**config.mk**
```make
export PLATFORM = sky130hd
export DESIGN_NAME = game_step_scheduler
export DESIGN_NICKNAME = d
export VERILOG_FILES = /design/src/rtl/game_pkg.sv /design/src/rtl/step_tick_gen.sv /design/src/rtl/game_step_scheduler.sv
export SDC_FILE = /design/constraint.sdc
export NUM_CORES = 1
export LEC_CHECK = 0
export BUFFER_PORTS_ARGS = -buffer_cell sky130_fd_sc_hd__buf_2
export CORE_UTILIZATION = 60
export CTS_BUF_LIST = sky130_fd_sc_hd__clkbuf_8
export CTS_CLUSTER_SIZE = 30
export DETAILED_ROUTE_END_ITERATION = 16
export GPL_ROUTABILITY_DRIVEN = 0
export GPL_TIMING_DRIVEN = 1
export HOLD_SLACK_MARGIN = 0.1
export PLACE_DENSITY = 0.85
export SKIP_CTS_REPAIR_TIMING = 1
export SLEW_MARGIN = 20
export SYNTH_ARGS = -nofsm -noshare
export SYNTH_HDL_FRONTEND = slang
export SYNTH_SLANG_ARGS = --single-unit
```
**constraint.sdc**
```tcl
create_clock -name clk -period 4.9 [get_ports clk]
set_clock_uncertainty 0.05 [all_clocks]
set_input_delay 0.49 -clock clk [delete_from_list [all_inputs] [get_ports clk]]
set_output_delay 0.49 -clock clk [all_outputs]
set_load 0.05 [all_outputs]
```
**src/rtl/game_pkg.sv**
```systemverilog
`default_nettype none
// ============================================================================
// Package    : game_pkg
// Purpose    : Shared types for the game step scheduler. Holds the direction
//              encoding, the scheduler state enum and the opposite-direction
//              helper used to reject 180-degree reversals.
// Revision   : 1.0  initial release
// ============================================================================
package game_pkg;

    typedef enum logic [1:0] {
        DIR_UP    = 2'd0,
        DIR_RIGHT = 2'd1,
        DIR_DOWN  = 2'd2,
        DIR_LEFT  = 2'd3
    } dir_e;

    typedef enum logic [2:0] {
        S_IDLE      = 3'd0,
        S_WAIT_TICK = 3'd1,
        S_PAUSED    = 3'd2,
        S_AI_REQ    = 3'd3,
        S_STEP      = 3'd4,
        S_WAIT_DONE = 3'd5,
        S_OVER      = 3'd6
    } state_e;

    // Opposite directions differ only in bit 1 (up<->down, right<->left).
    function automatic dir_e opposite_dir(input dir_e d);
        return dir_e'(d ^ 2'b10);
    endfunction

endpackage
`default_nettype wire

```
**src/rtl/step_tick_gen.sv**
```systemverilog
`default_nettype none
// ============================================================================
// Module     : step_tick_gen
// Purpose    : Game-step tick counter. Counts enabled cycles and flags the
//              cycle in which the count reaches TICK_DIV-1. Holding enable_i
//              low freezes the count; clear_i forces it back to zero.
// Ports      : clk       - clock, rising edge
//              rst_n     - asynchronous active-low reset
//              enable_i  - advance the count this cycle
//              clear_i   - force count to zero (has priority over enable_i)
//              tick_o    - high in the enabled cycle where count == TICK_DIV-1
// Revision   : 1.0  initial release
// ============================================================================
module step_tick_gen #(
    parameter int unsigned TICK_DIV = 25_000_000
) (
    input  logic clk,
    input  logic rst_n,
    input  logic enable_i,
    input  logic clear_i,
    output logic tick_o
);

    localparam int unsigned CNT_W = (TICK_DIV > 2) ? $clog2(TICK_DIV) : 1;
    localparam logic [CNT_W-1:0] LAST = CNT_W'(TICK_DIV - 1);

    logic [CNT_W-1:0] cnt_q;
    logic [CNT_W-1:0] cnt_d;

    assign tick_o = enable_i && (cnt_q == LAST);

    always_comb begin
        cnt_d = cnt_q;
        if (clear_i) begin
            cnt_d = '0;
        end else if (enable_i) begin
            cnt_d = tick_o ? '0 : cnt_q + CNT_W'(1);
        end
    end

    always_ff @(posedge clk or negedge rst_n) begin
        if (!rst_n) begin
            cnt_q <= '0;
        end else begin
            cnt_q <= cnt_d;
        end
    end

endmodule
`default_nettype wire

```
**src/rtl/game_step_scheduler.sv**
```systemverilog
`default_nettype none
// ============================================================================
// Module     : game_step_scheduler
// Purpose    : Paces a grid game. Every TICK_DIV cycles it issues one step
//              command whose direction comes from the keyboard (pending key)
//              or from an AI engine via a request/ack handshake with timeout,
//              then waits for the datapath to report the step complete.
// Ports      : clk, rst_n                 - clock / async active-low reset
//              start, pause               - game control pulses
//              ai_mode                    - 1 = AI steers, 0 = keyboard
//              key_valid, key_dir         - keyboard direction strobe
//              ai_req / ai_ack, ai_dir    - AI move handshake
//              update_done, game_over     - datapath step result
//              step_go, step_dir          - one-cycle step command
//              running, paused, over      - status
//              ai_timeout                 - one-cycle pulse on AI timeout
//              step_cnt                   - steps since last start
// Revision   : 1.0  initial release
// ============================================================================
module game_step_scheduler
    import game_pkg::*;
#(
    parameter int unsigned TICK_DIV   = 25_000_000,
    parameter int unsigned AI_TIMEOUT = 1024
) (
    input  logic        clk,
    input  logic        rst_n,
    input  logic        start,
    input  logic        pause,
    input  logic        ai_mode,
    input  logic        key_valid,
    input  logic [1:0]  key_dir,
    output logic        ai_req,
    input  logic        ai_ack,
    input  logic [1:0]  ai_dir,
    input  logic        update_done,
    input  logic        game_over,
    output logic        step_go,
    output logic [1:0]  step_dir,
    output logic        running,
    output logic        paused,
    output logic        over,
    output logic        ai_timeout,
    output logic [15:0] step_cnt
);

    localparam int unsigned AI_W = $clog2(AI_TIMEOUT) + 1;
    localparam logic [AI_W-1:0] AI_LAST = AI_W'(AI_TIMEOUT - 1);

    state_e          state_q,      state_d;
    dir_e            cur_dir_q,    cur_dir_d;
    dir_e            pend_dir_q,   pend_dir_d;
    logic            pend_vld_q,   pend_vld_d;
    dir_e            step_dir_q,   step_dir_d;
    logic            step_go_q,    step_go_d;
    logic            ai_req_q,     ai_req_d;
    logic            ai_tmo_q,     ai_tmo_d;
    logic [15:0]     step_cnt_q,   step_cnt_d;
    logic [AI_W-1:0] ai_cnt_q,     ai_cnt_d;

    logic tick;
    logic tick_en;
    logic tick_clr;
    logic in_game;
    dir_e key_d;
    dir_e ai_d;
    dir_e new_dir;
    logic commit;

    assign key_d   = dir_e'(key_dir);
    assign ai_d    = dir_e'(ai_dir);
    assign in_game = (state_q != S_IDLE) && (state_q != S_OVER);

    // Counter only advances in WAIT_TICK and freezes in the pause cycle itself,
    // so a pause on the terminal count suppresses the tick. It is held at zero
    // everywhere outside WAIT_TICK/PAUSED, which gives "cleared on entry".
    assign tick_en  = (state_q == S_WAIT_TICK) && !pause;
    assign tick_clr = (state_q != S_WAIT_TICK) && (state_q != S_PAUSED);

    step_tick_gen #(
        .TICK_DIV (TICK_DIV)
    ) u_tick (
        .clk      (clk),
        .rst_n    (rst_n),
        .enable_i (tick_en),
        .clear_i  (tick_clr),
        .tick_o   (tick)
    );

    always_comb begin
        state_d    = state_q;
        cur_dir_d  = cur_dir_q;
        pend_dir_d = pend_dir_q;
        pend_vld_d = pend_vld_q;
        step_dir_d = step_dir_q;
        step_cnt_d = step_cnt_q;
        step_go_d  = 1'b0;
        ai_tmo_d   = 1'b0;
        new_dir    = cur_dir_q;
        commit     = 1'b0;

        // Latest non-reversing key wins while a game is in progress.
        if (in_game && key_valid && (key_d != opposite_dir(cur_dir_q))) begin
            pend_vld_d = 1'b1;
            pend_dir_d = key_d;
        end

        case (state_q)
            S_IDLE, S_OVER: begin
                if (start) begin
                    state_d    = S_WAIT_TICK;
                    step_cnt_d = '0;
                    cur_dir_d  = DIR_RIGHT;
                    step_dir_d = DIR_RIGHT;
                    pend_vld_d = 1'b0;
                end
            end
            S_WAIT_TICK: begin
                if (pause) begin
                    state_d = S_PAUSED;
                end else if (tick) begin
                    if (ai_mode) begin
                        state_d = S_AI_REQ;
                    end else begin
                        // The commit cycle is the step decision point: the
                        // pending key is consumed, and a key arriving now is
                        // judged against the new direction for the next step.
                        commit     = 1'b1;
                        new_dir    = pend_vld_q ? pend_dir_q : cur_dir_q;
                        pend_dir_d = key_d;
                        pend_vld_d = key_valid && (key_d != opposite_dir(new_dir));
                    end
                end
            end
            S_PAUSED: begin
                if (pause) begin
                    state_d = S_WAIT_TICK;
                end
            end
            S_AI_REQ: begin
                if (ai_ack) begin
                    commit  = 1'b1;
                    new_dir = (ai_d == opposite_dir(cur_dir_q)) ? cur_dir_q : ai_d;
                end else if (ai_cnt_q == AI_LAST) begin
                    commit   = 1'b1;
                    new_dir  = cur_dir_q;
                    ai_tmo_d = 1'b1;
                end
            end
            S_STEP: begin
                state_d = S_WAIT_DONE;
            end
            S_WAIT_DONE: begin
                if (update_done) begin
                    state_d = game_over ? S_OVER : S_WAIT_TICK;
                end
            end
            default: begin
                state_d = S_IDLE;
            end
        endcase

        if (commit) begin
            state_d    = S_STEP;
            step_go_d  = 1'b1;
            step_dir_d = new_dir;
            cur_dir_d  = new_dir;
            step_cnt_d = step_cnt_q + 16'd1;
        end

        ai_req_d = (state_d == S_AI_REQ);
        ai_cnt_d = (state_q == S_AI_REQ) ? ai_cnt_q + AI_W'(1) : '0;
    end

    always_ff @(posedge clk or negedge rst_n) begin
        if (!rst_n) begin
            state_q    <= S_IDLE;
            cur_dir_q  <= DIR_RIGHT;
            pend_dir_q <= DIR_RIGHT;
            pend_vld_q <= 1'b0;
            step_dir_q <= DIR_RIGHT;
            step_go_q  <= 1'b0;
            ai_req_q   <= 1'b0;
            ai_tmo_q   <= 1'b0;
            step_cnt_q <= '0;
            ai_cnt_q   <= '0;
        end else begin
            state_q    <= state_d;
            cur_dir_q  <= cur_dir_d;
            pend_dir_q <= pend_dir_d;
            pend_vld_q <= pend_vld_d;
            step_dir_q <= step_dir_d;
            step_go_q  <= step_go_d;
            ai_req_q   <= ai_req_d;
            ai_tmo_q   <= ai_tmo_d;
            step_cnt_q <= step_cnt_d;
            ai_cnt_q   <= ai_cnt_d;
        end
    end

    assign ai_req     = ai_req_q;
    assign step_go    = step_go_q;
    assign step_dir   = step_dir_q;
    assign ai_timeout = ai_tmo_q;
    assign step_cnt   = step_cnt_q;
    assign running    = in_game;
    assign paused     = (state_q == S_PAUSED);
    assign over       = (state_q == S_OVER);

endmodule
`default_nettype wire

```
After elaboration in Yosys (flattened, before gate mapping)
Index checks and enable logic that the tools add are counted.
{"block": "classes", "addsub": 3, "n_eq_ne": 21, "n_bitwise": 2, "mux": 46, "reduce_logical": 16}
{"cell": "2-to-1 mux 25 bit", "count": 3}
{"cell": "2-to-1 mux 16 bit", "count": 3}
{"cell": "2-to-1 mux 2 bit", "count": 14}
{"cell": "adder 25 x 1 -> 25 bit (second input constant)", "count": 1}
{"cell": "== test 25 bit (second input constant)", "count": 1}
{"cell": "2-to-1 mux 3 bit", "count": 8}
{"cell": "case mux 3 bit (6 select lines)", "count": 1}
{"cell": "adder 16 x 1 -> 16 bit (second input constant)", "count": 1}
{"cell": "!= test 3 bit (second input constant)", "count": 5}
{"cell": "2-to-1 mux 1 bit", "count": 13}
{"cell": "adder 11 x 1 -> 11 bit (second input constant)", "count": 1}
{"cell": "== test 11 x 10 -> 1 bit (second input constant)", "count": 1}
{"cell": "2-to-1 mux 11 bit", "count": 1}
{"cell": "== test 3 x 2 -> 1 bit (second input constant)", "count": 3}
{"cell": "== test 3 bit (second input constant)", "count": 3}
{"cell": "AND reduction 8 bit", "count": 1}
{"cell": "logical AND 1 bit", "count": 7}
{"cell": "!= test 3 x 1 -> 1 bit (second input constant)", "count": 2}
{"cell": "!= test 3 x 2 -> 1 bit (second input constant)", "count": 2}
{"cell": "nonzero test 2 bit", "count": 3}
{"cell": "!= test 2 bit", "count": 2}
{"cell": "case mux 1 bit (2 select lines)", "count": 2}
{"cell": "case mux 2 bit (2 select lines)", "count": 1}
{"cell": "== test 3 x 1 -> 1 bit (second input constant)", "count": 1}
{"cell": "other kinds (7)", "count": 8}
{"block": "totals", "output_inout_bits": 24, "in_bits": 13, "ff_bits": 63, "elab_cells": 98}

Depth between registers and ports, before layout
Gate-level depths: netlist of run 1.
{"block": "depth", "word_depth": 9, "mapped_depth": 8, "depth_no_buf": 7}

Modules after synthesis
From an unflattened synthesis of run 1, not the netlist that was laid out.
{"block": "unflattened", "hier_cells": 362, "area_unflattened_um2": 3450.8}
{"mod": "game_step_scheduler", "area_each_um2": 2023.2, "n_inst": 1, "cells_each": 214, "seq_area_each_um2": 953.4}
{"mod": "step_tick_gen", "area_each_um2": 1427.6, "n_inst": 1, "cells_each": 148, "seq_area_each_um2": 625.6}

Least setup slack after synthesis of run 1
Ideal clock, no wire load.
{"block": "synth_path", "path_kind": "flip-flop to flip-flop", "startpoint": "register u_tick.cnt_q[0]", "endpoint": "register step_cnt_q[9], in the netlist step_cnt[9]", "path_stages_with_launch": 8, "n_path_buf": 1, "synth_period_minus_slack_ns": 2.199, "required_time_ns": 4.765, "arrival_ns": 2.064, "slack_ns": 2.701, "setup_ns": 0.085, "cell_sequence": "dfrtp_1 > ha_1 > and3_1 > nand4_4 > or4_4 > buf_6 > a2111oi_4 > mux2i_1"}
{"block": "synth_between", "elab_chain_cells": 7, "word_cells_on_any_way": 9, "cone_classes": "eq/ne (1); mux (4); reduce/logical (4)"}
{"item": "start, declared", "line": "step_tick_gen.sv:27", "source": "logic [CNT_W-1:0] cnt_q;"}
{"item": "start signal, assigned", "line": "step_tick_gen.sv:45", "source": "cnt_q <= cnt_d;"}
{"item": "== test 25 bit (*)", "line": "step_tick_gen.sv:30", "source": "assign tick_o = enable_i && (cnt_q == LAST);"}
{"item": "logical AND 1 bit (*)", "line": "step_tick_gen.sv:30"}
{"item": "2-to-1 mux 1 bit (*)", "line": "game_step_scheduler.sv:121", "source": "end else if (tick) begin"}
{"item": "2-to-1 mux 1 bit (*)", "line": "game_step_scheduler.sv:119", "source": "if (pause) begin"}
{"item": "case mux 1 bit (2 select lines) (*)", "line": "game_step_scheduler.sv:108", "source": "case (state_q)"}
{"item": "nonzero test 2 bit (no line)"}
{"item": "AND reduction 2 bit (no line)"}
{"item": "end signal, assigned", "line": "game_step_scheduler.sv:196", "source": "step_cnt_q <= step_cnt_d;"}
{"item": "end, declared", "line": "game_step_scheduler.sv:58", "source": "logic [15:0] step_cnt_q, step_cnt_d;"}
Every way passes the cells marked *; elsewhere a longest branch is shown, timed or not.
A chain may end at the register's enable or synchronous reset.

Worst setup path in the final report of run 1
{"block": "layout_path", "startpoint": "register ai_cnt_q[0]", "endpoint": "register step_cnt_q[9], in the netlist step_cnt[9]"}
{"block": "layout_between", "elab_chain_cells": 6, "word_cells_on_any_way": 8, "cone_classes": "eq/ne (1); mux (4); reduce/logical (3)"}
{"item": "start, declared", "line": "game_step_scheduler.sv:59", "source": "logic [AI_W-1:0] ai_cnt_q, ai_cnt_d;"}
{"item": "start signal, assigned", "line": "game_step_scheduler.sv:197", "source": "ai_cnt_q <= ai_cnt_d;"}
{"item": "== test 11 x 10 -> 1 bit (*)", "line": "game_step_scheduler.sv:144", "source": "end else if (ai_cnt_q == AI_LAST) begin"}
{"item": "2-to-1 mux 1 bit (*)", "line": "game_step_scheduler.sv:144"}
{"item": "2-to-1 mux 1 bit (*)", "line": "game_step_scheduler.sv:141", "source": "if (ai_ack) begin"}
{"item": "case mux 1 bit (2 select lines) (*)", "line": "game_step_scheduler.sv:108"}
{"item": "nonzero test 2 bit (no line)"}
{"item": "AND reduction 2 bit (no line)"}
Marked as above.

==> results.sh, run 1 <==
export IMPL_status="finished, final reports clean"
export IMPL_synth_edf_count=0
export IMPL_synth_xor_area_share_pct=7.10
export IMPL_p_leak_uw=0.00181
export IMPL_finalHoldViolCount=0
export IMPL_max_freq_mhz=381
export IMPL_sw_frac_of_total_pct=39.7
export IMPL_startpoint_type="register"
export IMPL_synthSimpleGateAreaFrac_pct=25.0
export IMPL_grt_setup_unrepaired="no"
export IMPL_drt_iter0_drc=145
export IMPL_synth_cells=377
export IMPL_p_switching_uw=654
export IMPL_cts_root_buf="clkbuf_8"
export IMPL_synth_area_mux_share_pct=4.06
export IMPL_worstSkewPairLatency_ns=0.34
export IMPL_syn_cell_area_um2=3580
export IMPL_antenna_cells=0
export IMPL_nets=427
export IMPL_synth_top_family_by_area="simple AND/OR/NAND/NOR gates"
export IMPL_grt_pass1_vias=2917
export IMPL_row_count=27
export IMPL_routed_wl_mm=7.59
export IMPL_postLayoutCoreUtil_pct=70.4
export IMPL_fin_tns_setup_ns=0
export IMPL_dieArea_um2=6280
export IMPL_wl_per_cell_um=15.6
export IMPL_cp_max_fo=7
export IMPL_max_slew_margin_pct=42.7
export IMPL_clock_sinks=63
export IMPL_drv_cap=0
export IMPL_use_met3_pct=4.37
export IMPL_worst_pin_slew_ns=0.860
export IMPL_fp_dieW_um=79.2
export IMPL_synth_seq_cells=63
export IMPL_power_uw=1650
export IMPL_synth_nets=393
export IMPL_crit_type="register to register"
export IMPL_grtUsageMet2_pct=45.4
export IMPL_core_um2=5640
export IMPL_power_share_clock_pct=25.3
export IMPL_post_route_drc_count=0
export IMPL_dp_slack_ns=2.33
export IMPL_cts_tree="built"
export IMPL_drt_pass1_iterations=5
export IMPL_report_final_slew_viol_count=0
export IMPL_crit_required_ns=5.10
export IMPL_gr_total_overflow=0
export IMPL_hp_class="primary input to asynchronous set/reset pin"
export IMPL_syn_avg_cell_area_um2=9.49
export IMPL_power_frac_seq_pct=40.4
export IMPL_yosysWarnings=0
export IMPL_drtAntennaViolNets=0
export IMPL_start_util_pct=63.4
export IMPL_dp_hpwl_mm=5.26
export IMPL_setup_viol=0
export IMPL_pwr_share_comb_pct=34.3
export IMPL_p_int_uw=992
export IMPL_synth_async_reset_ratio_pct=100
export IMPL_cts_buffers=9
export IMPL_ys_seq_area_share_pct=44.1
export IMPL_yosys_cell_types_count=63
export IMPL_synth_ff_type="dfrtp_1"
export IMPL_ir_drop_mv=0.280
export IMPL_power_density_nw_per_um2=414
export IMPL_track_usage_pct=26.8
export IMPL_portBuffers=36
export IMPL_drive_gt1_share_pct=16.7
export IMPL_fin_crit_ns=2.62
export IMPL_synth_compound_area_share_pct=15.3
export IMPL_end_kind="register"
export IMPL_via_per_inst=6.10
export IMPL_path_clk_slew_ns=0.06
export IMPL_fin_cells=486
export IMPL_grt_max_degree=64
export IMPL_antenna_found_initial=0
export IMPL_grt_pass1_wl_mm=13.1
export IMPL_finalCritPeriodShare_pct=53.5
export IMPL_areaGrowthSynthToFinish_pct=11.0
export IMPL_setup_slack_ns=2.28
export IMPL_vias=2967
export IMPL_io_pin_count=37
export IMPL_yosys_area_share_adder_pct=1.05
export IMPL_top_usage_layer="met2"
export IMPL_die_height_um=79.2
export IMPL_placed_cells=472
export IMPL_cts_path_max_buffers=2
export IMPL_grtUsageMet1_pct=33.4
export IMPL_cp_arrival_ns=2.82
export IMPL_h_tree_depth=3
worst paths after layout:
check                                          from                       end  slack (ns)  cells after the start
max                           ai_cnt_q[0]$_DFF_PN0_   step_cnt[9]$_DFFE_PN0P_        2.28                      6
min                                           rst_n     ai_cnt_q[6]$_DFF_PN0_        0.27                      2
max reg2reg                   ai_cnt_q[0]$_DFF_PN0_   step_cnt[9]$_DFFE_PN0P_        2.28                      6
min reg2reg                step_cnt[15]$_DFFE_PN0P_  step_cnt[15]$_DFFE_PN0P_        0.42                      1
max in group asynchronous                     rst_n      pend_vld_q$_DFF_PN0_        4.00                      2
min in group clk                             ai_ack      ai_timeout$_DFF_PN0_        0.34                      2
power by group through the flow:
stage	Combinational [uW]	Clock, uW	Sequential [uW]
5_1_grt	613	446	673
6_report	565	417	664
3_3_place_gp	553	0	667
3_5_place_dp	564	0	673
2_1_floorplan	394	0	712
4_1_cts	567	422	663
through the flow:
| step | cell area, um2 | hold slack [ns] |
|---|---|---|
| 2_1_floorplan | 3580 | 0.144 |
| 3_3_place_gp | 3790 | 0.406 |
| 3_5_place_dp | 3790 | 0.422 |
| 4_1_cts | 3970 | 0.298 |
| 5_1_grt | 3970 | 0.330 |
| 6_report | 3970 | 0.271 |
per-layer routing:
metal	vias up	share of wire, %
li1	1438	-
met3	16	3.5
met1	1435	45
met5	-	0
met2	78	50
met4	0	2.0
logic make-up after synthesis:
group           after synthesis
simple gates                167
fa+ha+maj                     3
compound gates               73
xor+xnor                     29
mux                          14
buf+inv                      28
flops                        63
cells in the mapped netlist, types with 4 or more instances:
library cell | instances | share of area, %
o2111ai_1 | 5 | 1.2
mux2_2 | 4 | 1.3
nor2_1 | 48 | 5.0
clkbuf_1 | 11 | 1.2
xnor2_1 | 12 | 2.9
a31oi_1 | 6 | 1.0
and2_1 | 6 | 1.0
o22ai_1 | 7 | 1.2
o21ai_0 | 10 | 1.4
a21oi_1 | 12 | 1.7
and3_1 | 13 | 2.3
nand2b_1 | 5 | 0.87
nand4_1 | 12 | 2.1
nor4_1 | 7 | 1.2
nor2b_1 | 4 | 0.70
inv_1 | 13 | 1.4
nand2_1 | 35 | 3.7
nor3_1 | 5 | 0.70
xor2_1 | 17 | 4.2
nand3_1 | 17 | 2.4
mux2i_1 | 10 | 2.8
dfrtp_1 | 61 | 43
sequential cells by signal (all words and copies together), names as in the netlist:
signal / cells
u_tick.cnt_q: 25
ai_cnt_q: 11
ai_timeout: 1
pend_vld_q: 1
step_go: 1
step_cnt: 16
ai_req: 1
step_dir: 2
pend_dir_q: 2
state_q: 3
layout make-up:
class | instances | area [um2]
repair buffers | 38 | 195
fillers | 420 | 1670
clock buffers | 13 | 179
well taps | 72 | 90.1
clock inverters | 1 | 3.75
flip-flops and latches | 63 | 1580
inverters | 13 | 48.8
multi-input cells | 286 | 1880
cell usage in the layout (no fill, tap or decap), types with 4 or more instances in the layout:
cell,count
nor2_1,48
dfrtp_1,61
nor2b_1,4
xor2_1,17
nand2b_1,5
and3_1,13
a21oi_1,12
nand3_1,17
a31oi_1,6
mux2_2,4
mux2i_1,10
inv_1,14
nor3_1,5
nand4_1,12
o21ai_0,10
nor4_1,7
o22ai_1,7
and2_1,6
o2111ai_1,5
xnor2_1,12
buf_2,36
nand2_1,35
clkbuf_8,13
critical path, stage by stage (launching register included):
cell and delay, ns:
dfrtp_1 0.38, ha_1 0.20, nand3_1 0.17, nor4_1 0.67
o21ai_1 0.44, a2111oi_4 0.42, mux2i_1 0.22
No activity file was read; power rests on OpenSTA's default activity.
==> run 2, diff against run 1 <==
ABC_AREA = 1   (was not set)
clock period = 2.44 ns   (was 4.9 ns; I/O delays follow)
==> results.sh, run 2 <==
export IMPL_status="finished, final reports clean"
export IMPL_synth_most_common_cell="nand2_1"
export IMPL_ff2ff_path_depth=8
export IMPL_cpLargestDelayFamily="simple AND/OR/NAND/NOR gates"
export IMPL_portBuffers=36
export IMPL_dieArea_um2=6410
export IMPL_final_common_cell="nand2_1"
export IMPL_synth_top_area_share_pct=41.8
export IMPL_power_uw=3490
export IMPL_finish_instance_area_um2=4080
export IMPL_wl_per_cell_um=13.9
export IMPL_h_tree_depth=3
export IMPL_power_density_nw_per_um2=856
export IMPL_path_clk_slew_ns=0.07
export IMPL_row_count=28
export IMPL_ys_seq_area_share_pct=43.2
export IMPL_start_util_pct=62.1
export IMPL_power_share_clock_pct=23.5
export IMPL_antenna_cells=0
export IMPL_areaGrowthSynthToFinish_pct=11.5
export IMPL_nets=522
export IMPL_path_buf_inv=3
export IMPL_max_slew_margin_pct=53.5
export IMPL_p_int_uw=1910
export IMPL_routed_wl_mm=8.16
export IMPL_path_cells="inv_2 -> nand3_2 -> inv_1 -> nand2_1 -> nand3_2 -> inv_1 -> nand2_1 -> o21ai_1"
export IMPL_hold_depth=2
export IMPL_p_switching_uw=1580
export IMPL_drive_gt1_share_pct=16.8
export IMPL_drt_iter0_drc=224
export IMPL_synth_common_cells="nand2_1 (84), inv_1 (63), dfrtp_1 (61)"
export IMPL_grt_pass1_vias=3178
export IMPL_grt_setup_unrepaired="no"
export IMPL_sw_frac_of_total_pct=45.4
export IMPL_die_height_um=80.1
export IMPL_synth_async_reset_ratio_pct=100
export IMPL_antenna_found_initial=0
export IMPL_finalCritPeriodShare_pct=85.4
export IMPL_r2r_start="state_q[2]$_DFF_PN0_"
export IMPL_ir_drop_mv=0.752
export IMPL_critPathSlowestCell="dfrtp_1"
export IMPL_worst_pin_slew_ns=0.691
export IMPL_syn_cell_area_um2=3660
export IMPL_grt_pass1_wl_mm=14.0
export IMPL_synth_top_area_cell="dfrtp_1"
export IMPL_syn_avg_cell_area_um2=7.85
export IMPL_via_per_inst=5.71
export IMPL_io_pin_count=37
export IMPL_cts_buffers=9
export IMPL_regMostFlops="u_tick.cnt_q"
export IMPL_finalHoldViolCount=0
export IMPL_largest_reg_flops=25
export IMPL_cp_arrival_ns=2.27
export IMPL_drtAntennaViolNets=0
export IMPL_startpoint_type="register"
export IMPL_core_um2=5890
export IMPL_worstSkewPairLatency_ns=0.35
export IMPL_crit_required_ns=2.62
export IMPL_pwr_share_comb_pct=39.4
export IMPL_synth_cells=466
export IMPL_rr_endpoint="step_cnt[4]$_DFFE_PN0P_"
export IMPL_fin_tns_setup_ns=0
export IMPL_min_from="start"
export IMPL_drt_pass1_iterations=7
export IMPL_setup_viol=0
export IMPL_grt_max_degree=51
export IMPL_synth_edf_count=0
export IMPL_drv_cap=0
export IMPL_vias=3345
export IMPL_dp_hpwl_mm=5.87
export IMPL_fin_crit_ns=2.08
export IMPL_synthTopCellsByArea="dfrtp_1 (42%), nand2_1 (8.6%), inv_1 (6.5%), nor2_1 (5.2%), xor2_1 (4.1%)"
export IMPL_clock_sinks=63
export IMPL_post_route_drc_count=0
export IMPL_crit_type="register to register"
export IMPL_end_kind="register"
export IMPL_cts_tree="built"
export IMPL_synth_ff_type="dfrtp_1"
export IMPL_report_final_slew_viol_count=0
export IMPL_cts_path_max_buffers=2
export IMPL_p_leak_uw=0.00188
export IMPL_power_frac_seq_pct=37.1
export IMPL_synth_nets=482
export IMPL_yosysWarnings=0
export IMPL_cp_max_fo=15
export IMPL_placed_cell_area_um2=3890
export IMPL_hp_class="primary input to register"
export IMPL_whs_endpoint="state_q[2]$_DFF_PN0_"
export IMPL_rrSetupSlack_ns=0.36
export IMPL_gr_total_overflow=0
export IMPL_fp_dieW_um=80.1
export IMPL_slowest_delay_ns=0.43
export IMPL_yosys_cell_types_count=37
export IMPL_cts_root_buf="clkbuf_8"
export IMPL_synth_seq_cells=63
export IMPL_max_freq_mhz=480
export IMPL_track_usage_pct=28.5
export IMPL_final_cell_mix="nand2_1 (84), inv_1 (63), dfrtp_1 (61), nor2_1 (51), buf_2 (36)"
-- run 2: final cells by class --
| class | instances | area [um2] |
|---|---|---|
| Clock buffer | 10 | 138 |
| Timing Repair Buffer | 38 | 210 |
| Clock inverter | 6 | 36.3 |
| Tap cell | 75 | 93.8 |
| Inverter | 69 | 262 |
| Sequential cell | 63 | 1580 |
| Fill cell | 493 | 1810 |
| Multi-Input combinational cell | 325 | 1760 |
-- run 2: metrics by stage --
stage | util [%] | std cells | setup slack [ns] | hold slack, ns
4_1_cts | 69.1 | 585 | 0.384 | -0.241
3_3_place_gp | 66.1 | 569 | 0.496 | 0.121
5_1_grt | 69.3 | 586 | 0.167 | 0.107
6_report | 69.3 | 586 | 0.357 | 0.107
3_5_place_dp | 66.1 | 569 | 0.419 | 0.127
2_1_floorplan | - | 466 | 0.440 | -0.102
-- run 2: power by group through the flow --
stage               Sequential [uW]  Combinational (uW)  Clock (uW)
global route                   1310                1510         876
floorplan                      1440                 928           0
detailed placement             1310                1350           0
finish                         1300                1370         821
CTS                            1290                1360         826
global placement               1300                1330           0
-- run 2: worst reg2reg max path, delay by kind of cell, from the launching register on --
family	cells	cell delay, ns
simple gates	4	0.82
buf+inv	3	0.62
flops	1	0.43
compound gates	1	0.06
-- run 2: per-layer routing --
layer  wire, um  track usage, %  vias to the layer above
li1           -               -                     1629
met1       3630            36.9                     1558
met5          0               0                        -
met3        470            5.68                       24
met4        187            13.6                        0
met2       3870            45.7                      134
-- run 2: how the worst max path moves through the flow --
stage / start / slack, ns / end / cells past startpoint
2_1_floorplan: step_cnt[0]$_DFFE_PN0P_ / 0.44 / step_cnt[12]$_DFFE_PN0P_ / 10
3_3_place_gp: u_tick.cnt_q[0]$_DFFE_PN0P_ / 0.50 / u_tick.cnt_q[11]$_DFFE_PN0P_ / 10
3_5_place_dp: state_q[2]$_DFF_PN0_ / 0.42 / step_dir[1]$_DFFE_PN0P_ / 8
4_1_cts: state_q[2]$_DFF_PN0_ / 0.38 / step_cnt[4]$_DFFE_PN0P_ / 8
5_1_grt: state_q[2]$_DFF_PN0_ / 0.17 / step_cnt[4]$_DFFE_PN0P_ / 8
6_report: state_q[2]$_DFF_PN0_ / 0.36 / step_cnt[4]$_DFFE_PN0P_ / 8
-- run 2: logic make-up (layout without fill, tap and decap cells) --
group,count (synthesis),count (layout),synth area share [%]
AOI/OAI and AO/OA,78,78,11.9
buffers and inverters,78,123,8.73
and+or+nand+nor,221,221,29.6
xor gates and xnor gates,23,23,5.51
adders and majority gates,3,3,1.03
DFF,63,63,43.2
